===== config.mk =====
export PLATFORM = sky130hd
export DESIGN_NAME = inst_fetch_flat
export DESIGN_NICKNAME = d
export VERILOG_FILES = /design/src/rtl/inst_fetch_if.sv /design/src/rtl/inst_fetch.sv /design/src/flat_wrapper.sv
export SDC_FILE = /design/constraint.sdc
export NUM_CORES = 1
export LEC_CHECK = 0
export ABC_AREA = 1
export CAP_MARGIN = 40
export CORE_MARGIN = 1.5
export CORE_UTILIZATION = 53
export DETAILED_ROUTE_END_ITERATION = 12
export PLACE_DENSITY_LB_ADDON = 0.08
export SLEW_MARGIN = 25
export SYNTH_ARGS = -nofsm -noshare
export SYNTH_HDL_FRONTEND = slang
export SYNTH_SLANG_ARGS = --single-unit

===== constraint.sdc =====
create_clock -name clk -period 2.9 [get_ports clk]
set_input_delay 0.435 -clock clk [delete_from_list [all_inputs] [get_ports clk]]
set_output_delay 0.435 -clock clk [all_outputs]
set_load 0.02 [all_outputs]

===== src/rtl/inst_fetch_if.sv =====
// Fetch-stage bus bundle: instruction-memory req/ack side, decode valid/ready side, redirect.
// Latency: none (wires only).
// Backpressure: inst_ready stalls the decode side; mem_ack paces the memory side.
interface inst_fetch_if #(
  parameter int ADDR_W = 16,
  parameter int DATA_W = 16
);
  logic              mem_req;
  logic [ADDR_W-1:0] mem_addr;
  logic              mem_ack;
  logic [DATA_W-1:0] mem_rdata;
  logic              inst_valid;
  logic              inst_ready;
  logic [DATA_W-1:0] inst;
  logic [ADDR_W-1:0] inst_pc;
  logic              redirect;
  logic [ADDR_W-1:0] redirect_pc;

  // Fetch unit side
  modport master (
    output mem_req, mem_addr, inst_valid, inst, inst_pc,
    input  mem_ack, mem_rdata, inst_ready, redirect, redirect_pc
  );

  // Memory / decode / branch side
  modport slave (
    input  mem_req, mem_addr, inst_valid, inst, inst_pc,
    output mem_ack, mem_rdata, inst_ready, redirect, redirect_pc
  );
endinterface


===== src/rtl/inst_fetch.sv =====
// Sequential instruction fetch with a small prefetch FIFO and branch redirect/flush.
// Latency: a word acked at cycle k is presented to decode at k+1; one request outstanding.
// Backpressure: inst_ready low fills the FIFO, after which no new request is issued.
module inst_fetch #(
  parameter int              ADDR_W   = 16,
  parameter int              DATA_W   = 16,
  parameter logic [ADDR_W-1:0] RESET_PC = '0,
  parameter int              DEPTH    = 2
) (
  input logic          clk,
  input logic          reset,
  inst_fetch_if.master bus
);

  localparam int PTR_W = (DEPTH > 1) ? $clog2(DEPTH) : 1;
  localparam int CNT_W = PTR_W + 1;
  localparam logic [CNT_W-1:0] DEPTH_C = CNT_W'(DEPTH);

  typedef enum logic [1:0] {IDLE, WAIT, DROP} state_t;

  state_t            state_q, state_d;
  logic [ADDR_W-1:0] fetch_pc_q, fetch_pc_d;
  logic [ADDR_W-1:0] addr_q, addr_d;

  logic [DATA_W-1:0] dat_q [DEPTH];
  logic [ADDR_W-1:0] pc_q  [DEPTH];
  logic [PTR_W-1:0]  wr_ptr_q, rd_ptr_q;
  logic [CNT_W-1:0]  cnt_q;

  logic              push, pop, flush, has_room;
  logic [CNT_W-1:0]  cnt_next;

  // FIFO traffic this cycle; redirect squashes both push and pop and empties the buffer
  always_comb begin
    flush    = bus.redirect;
    pop      = (cnt_q != '0) && bus.inst_ready && !bus.redirect;
    push     = (state_q == WAIT) && bus.mem_ack && !bus.redirect;
    cnt_next = flush ? '0 : (cnt_q + CNT_W'(push) - CNT_W'(pop));
    has_room = (cnt_next < DEPTH_C);
  end

  // Fetch sequencer: decides next state, next fetch PC and the address to present
  always_comb begin
    state_d    = state_q;
    fetch_pc_d = fetch_pc_q;
    addr_d     = addr_q;
    case (state_q)
      IDLE: begin
        if (bus.redirect) begin
          fetch_pc_d = bus.redirect_pc;
        end else if (has_room) begin
          state_d = WAIT;
          addr_d  = fetch_pc_q;
        end
      end
      WAIT: begin
        if (bus.redirect) begin
          fetch_pc_d = bus.redirect_pc;
          state_d    = bus.mem_ack ? IDLE : DROP;
        end else if (bus.mem_ack) begin
          fetch_pc_d = addr_q + ADDR_W'(1);
          if (has_room) begin
            addr_d = addr_q + ADDR_W'(1);
          end else begin
            state_d = IDLE;
          end
        end
      end
      DROP: begin
        // the in-flight request must still be held until its ack, then its data is thrown away
        if (bus.redirect) fetch_pc_d = bus.redirect_pc;
        if (bus.mem_ack)  state_d    = IDLE;
      end
      default: state_d = IDLE;
    endcase
  end

  // Sequencer registers
  always_ff @(posedge clk) begin
    if (reset) begin
      state_q    <= IDLE;
      fetch_pc_q <= RESET_PC;
      addr_q     <= RESET_PC;
    end else begin
      state_q    <= state_d;
      fetch_pc_q <= fetch_pc_d;
      addr_q     <= addr_d;
    end
  end

  // Prefetch FIFO storage and pointers; entries carry the word and its address
  always_ff @(posedge clk) begin
    if (reset) begin
      wr_ptr_q <= '0;
      rd_ptr_q <= '0;
      cnt_q    <= '0;
      for (int i = 0; i < DEPTH; i++) begin
        dat_q[i] <= '0;
        pc_q[i]  <= '0;
      end
    end else if (flush) begin
      wr_ptr_q <= '0;
      rd_ptr_q <= '0;
      cnt_q    <= '0;
    end else begin
      if (push) begin
        dat_q[wr_ptr_q] <= bus.mem_rdata;
        pc_q[wr_ptr_q]  <= addr_q;
        wr_ptr_q        <= wr_ptr_q + PTR_W'(1);
      end
      if (pop) rd_ptr_q <= rd_ptr_q + PTR_W'(1);
      cnt_q <= cnt_next;
    end
  end

  assign bus.mem_req    = (state_q != IDLE);
  assign bus.mem_addr   = addr_q;
  assign bus.inst_valid = (cnt_q != '0);
  assign bus.inst       = dat_q[rd_ptr_q];
  assign bus.inst_pc    = pc_q[rd_ptr_q];

endmodule


===== src/flat_wrapper.sv =====
// flat-port wrapper written by rule: the top's interface ports become plain ports
module inst_fetch_flat 
#(
  parameter int              ADDR_W   = 16,
  parameter int              DATA_W   = 16,
  parameter logic [ADDR_W-1:0] RESET_PC = '0,
  parameter int              DEPTH    = 2
)
  (clk, reset, bus_mem_req, bus_mem_addr, bus_inst_valid, bus_inst, bus_inst_pc, bus_mem_ack, bus_mem_rdata, bus_inst_ready, bus_redirect, bus_redirect_pc);
  inst_fetch_if #(.ADDR_W(ADDR_W), .DATA_W(DATA_W)) bus_i ();
  input logic clk;
  input logic reset;
  output wire logic [$bits(bus_i.mem_req)-1:0] bus_mem_req;
  output wire logic [$bits(bus_i.mem_addr)-1:0] bus_mem_addr;
  output wire logic [$bits(bus_i.inst_valid)-1:0] bus_inst_valid;
  output wire logic [$bits(bus_i.inst)-1:0] bus_inst;
  output wire logic [$bits(bus_i.inst_pc)-1:0] bus_inst_pc;
  input wire logic [$bits(bus_i.mem_ack)-1:0] bus_mem_ack;
  input wire logic [$bits(bus_i.mem_rdata)-1:0] bus_mem_rdata;
  input wire logic [$bits(bus_i.inst_ready)-1:0] bus_inst_ready;
  input wire logic [$bits(bus_i.redirect)-1:0] bus_redirect;
  input wire logic [$bits(bus_i.redirect_pc)-1:0] bus_redirect_pc;
  assign bus_mem_req = bus_i.mem_req;
  assign bus_mem_addr = bus_i.mem_addr;
  assign bus_inst_valid = bus_i.inst_valid;
  assign bus_inst = bus_i.inst;
  assign bus_inst_pc = bus_i.inst_pc;
  assign bus_i.mem_ack = bus_mem_ack;
  assign bus_i.mem_rdata = bus_mem_rdata;
  assign bus_i.inst_ready = bus_inst_ready;
  assign bus_i.redirect = bus_redirect;
  assign bus_i.redirect_pc = bus_redirect_pc;
  inst_fetch #(.ADDR_W(ADDR_W), .DATA_W(DATA_W), .RESET_PC(RESET_PC), .DEPTH(DEPTH)) u_core (.clk(clk), .reset(reset), .bus(bus_i));
endmodule

== Word-level counts from Yosys, hierarchy flattened ==
Memories as Yosys holds them, arrays and structs flattened. A register that Yosys moved wholly into a read port is not among the register bits.
Cells that the tools add are included.
Storage, ports and cells
  bits in registers: 38
  RAM bits: 64
  output and inout port bits: 50
  logic and storage cells: 77
  memories kept: 2
Memories
  u_core.dat_q: words 2, bits a word 16, read ports 1, clocked after Yosys merged registers in 1, wr ports 2, line inst_fetch.sv:25  | logic [DATA_W-1:0] dat_q [DEPTH];
  u_core.pc_q: words 2, bits a word 16, read ports 1, clocked after Yosys merged registers in 1, wr ports 2, line inst_fetch.sv:26  | logic [ADDR_W-1:0] pc_q [DEPTH];
Operators by class
  add/sub/neg operators: 5
  order comparisons: 1
  equality and inequality tests: 11
  muxes and demuxes: 35
  reduce and logical (&&, ||, !) cells: 17
Operators by type and width (number)
  16-bit 2-to-1 mux: 10
  16-bit case mux with 2 select lines: 2
  16-bit OR reduction: 2
  16-bit by 1-bit adder with 16-bit output, second input constant: 1
  2-bit 2-to-1 mux: 8
  1-bit 2-to-1 mux: 14
  2-bit != test, second input constant: 4
  2-bit nonzero test: 4
  2-bit by 1-bit != test with 1-bit output, second input constant: 3
  3-bit != test, second input constant: 2
  2-bit case mux with 3 select lines: 1
  6-bit AND reduction: 1
  5-bit AND reduction: 1
  1-bit logical AND: 4
  2-bit OR reduction: 2
  3-bit AND reduction: 1
  1-bit adder, second input constant: 2
  2-bit by 1-bit adder with 2-bit output: 1
  2-bit by 1-bit == test with 1-bit output, second input constant: 1
  2-bit == test, second input constant: 1
  2-bit zero test: 1
  2-bit less-than comparator, second input constant: 1
  2-bit by 1-bit subtractor with 2-bit output: 1
  1-bit zero test: 1

== Longest topological paths before layout ==
  word-level depth: 11
  gate-level depth with buffers: 17
  depth with buffers taken out: 17

== Worst setup path after synthesis ==
No wires, ideal clock.
  path type: input port to flip-flop
  from: in bus_redirect
  to: mem u_core.dat_q[1][0] (enable)
  data arrival time: 1.931 ns
  slack: 0.579 ns
  stages on the path: 9
  path buffers: 2
  path through: buf_2 -> inv_2 -> nand2_2 -> nor2_2 -> nand2_1 -> nor2_2 -> nand2_2 -> buf_6 -> nand2_1
RTL lines
  start: declaration: line flat_wrapper.sv:21  | input wire logic [$bits(bus_i.redirect)-1:0] bus_redirect;
  end: declaration: line inst_fetch.sv:25

==> metrics <==
drt pass-1 iters=5; Mean Syn Cell Area=9.28 um2; Critical Path AT=2.02 ns; Least-Margin Pin Slew=0.491 ns; htree depth=3; Netlist Area Pre-Place=5040 um2; number of synthesized flops with an enable pin=64; first-pass GRT wire length=17,400 um; min Tclk post-route=2.46 ns; final wirelength=10,700 um; Static Leak=2.37 nW; buffer levels on the longest clock path=2; post-route cell area=6160 um2; Post-Syn Nets=583; gr usage total=22.1%; Clk network pwr share=30.0%; FILL cells=748; core area=9240 um2; largest net degree at the start of global routing=33; crit-path cells=buf_4, mux2_2, clkdlybuf4s50_1; synth warn=0; Reg clk slew, reported paths=0.10 ns; Net Sw Frac=27.7%; share of cells above drive strength 1=16.0%; Area Growth Syn to Fin=22.2%; Async SR Flop Fraction=0%; cell internal pwr=2.26 mW; ANT nets after route=0; FMAX=407 MHz; power per cell area=506 nW/um2; max-cap violations=0; Main synth FF type=edfxtp_1; final slew viol count=0; crit start category=register; max_slew headroom=67.2%; CTS tree=done; nets=665; Wirelength per Cell=14.1 um; CP endpoint kind=output pin; status=finished clean; vias in the first global route=3,696; Flop pwr share=54.1%; clock root cell=clkbuf_8; Die ar.=10,100 um2; Net Sw Power=0.862 mW; total I/O pin count=87; worst min path class=register to register; input/output buffers=86; Clock Latency Late Sink=0.38 ns; chip height=101 um; Comb pwr share=15.9%; post-cts sizing count=0; CP top delay family=buffers and inverters; critical path class=register to output pin; die outline width=101 um; Setup TNS=0 ns; dpl hpwl=7090 um; antenna fix cells=0; DR DRC count=0; routability congestion estimate=0.868; placed cell area=5960 um2; initial antenna violation count=0; CP peak stage delay=0.56 ns; row count=35; Crit-path slowest cell=clkdlybuf4s50_1; Num CTS Buffers=9; sequential area share after synthesis=53.6%; CTS Hold Bufs=0; Worst Skew=0.0193 ns; CP required=2.47 ns; via count=3,831; unrepaired setup endpoints after global routing=no; final setup fails=0; vias per cell=5.05; VDD IR-drop max=0.240 mV; Netlist cell types=33; number of DRC markers in iteration 0=140; Crit Path Max Fanout=32; Syn Inst Count=543; synthesis-stage register bit count=103; CP bufs+invs=2; starting density of the core=54.5%; gr ovfl total=0; clock sinks=103; Tcrit/Tclk final=84.7%; post-CTS setup buffers=0; Hold Vio Cnt, Final=0
[Yosys cell counts (2+ instances only)]
master	number	area, um2
a21oi_1	33	165
a21oi_2	18	158
buf_12	2	40.0
buf_2	12	60.1
buf_4	2	15.0
buf_6	5	56.3
clkbuf_1	3	11.3
dfxtp_1	39	781
edfxtp_1	64	1920
ha_1	3	37.5
inv_1	49	184
inv_2	6	22.5
mux2_2	31	349
nand2_1	92	345
nand2_2	11	68.8
nand2_4	3	33.8
nand3_1	24	120
nand4_1	4	25.0
nor2_1	98	368
nor2_2	3	18.8
o21ai_0	27	135
o21ai_1	3	15.0
[per-layer routing]
layer	vias up	global-route usage, %	share of wire [%]
met5	-	0	0
met4	0	9.97	2.2
met3	18	2.77	5.1
met2	117	37.0	47
met1	1748	28.9	46
li1	1948	-	-
[layout make-up]
class / instances / area [um2] / share of cell area, %
inverter: 56 / 213 / 3.45
clock buffer: 10 / 128 / 2.07
clock inverter: 6 / 73.8 / 1.20
tap: 129 / 161 / 2.62
timing repair buffer: 95 / 941 / 15.3
sequential: 103 / 2700 / 43.9
multi-input combinational: 360 / 1940 / 31.5
[cell families (layout without fill, tap and decap cells)]
kind of cell	after synthesis	after routing	share of synthesized area, %
AOI/OAI and AO/OA	83	83	9.78
xor gates and xnor gates	2	2	0.348
muxes	32	32	7.15
and+or+nand+nor	240	240	20.5
buffers and inverters	80	167	7.85
adders and majority gates	3	3	0.745
DFF	103	103	53.6
[worst min-delay path, cell delays in order (launching register included)]
cell     delay, ns
dfxtp_1       0.32
nand2_1       0.06
a21oi_1       0.05
[state kept, by name, indices dropped and copies added (netlist names), named ones only]
signal,cells
u_core.wr_ptr_q,1
u_core.fetch_pc_q,16
u_core.bus.mem_addr,16
u_core.rd_ptr_q,1
u_core.dat_q,32
u_core.pc_q,32
u_core.cnt_q,2
u_core.state_q,2
[power by group through the flow]
stage,registers (mW),clock network [mW],logic (mW)
final,1.69,0.935,0.495
after global routing,1.70,1.01,0.543
after CTS,1.69,0.955,0.498
after detailed placement,1.72,0,0.494
after global placement,1.72,0,0.490
after floorplan,1.73,0,0.296
[worst paths after layout]
path                              from                     end  slack, ns  depth (start not counted)
setup reg to reg       u_core.cnt_q[1]  u_core.bus.mem_addr[8]       0.75                         16
setup / recovery              register          bus_inst_pc[6]       0.44                          3
hold / removal    u_core.fetch_pc_q[1]    u_core.fetch_pc_q[1]       0.47                          2
hold reg to reg   u_core.fetch_pc_q[1]    u_core.fetch_pc_q[1]       0.47                          2
[placed cells by master (no fill, tap or decap), drive strengths merged]
master         netlist  final
a211oi               1      1
a21oi               51     51
a22oi                1      1
buf                 21      9
bufinv               0      1
clkbuf               3     10
clkdlybuf4s50        0     86
clkinv               0      1
dfxtp               39     39
edfxtp              64     64
ha                   3      3
inv                 56     60
mux2                32     32
nand2              107    107
nand3               25     25
nand3b               1      1
nand4                4      4
nor2               102    102
nor3                 1      1
o21ai               30     30
xnor2                1      1
xor2                 1      1
[stage by stage]
stage	std cells	utilization, %	total power [mW]	hold slack [ns]	setup WS [ns]
CTS	759	66.7	3.14	0.473	0.402
finish	759	66.7	3.12	0.470	0.443
floorplan	543	-	2.02	0.439	0.579
detailed placement	743	64.5	2.21	0.458	0.235
global route	759	66.7	3.25	0.507	0.344
global placement	743	64.5	2.21	0.453	0.329
No activity file was read; power rests on OpenSTA's default activity.
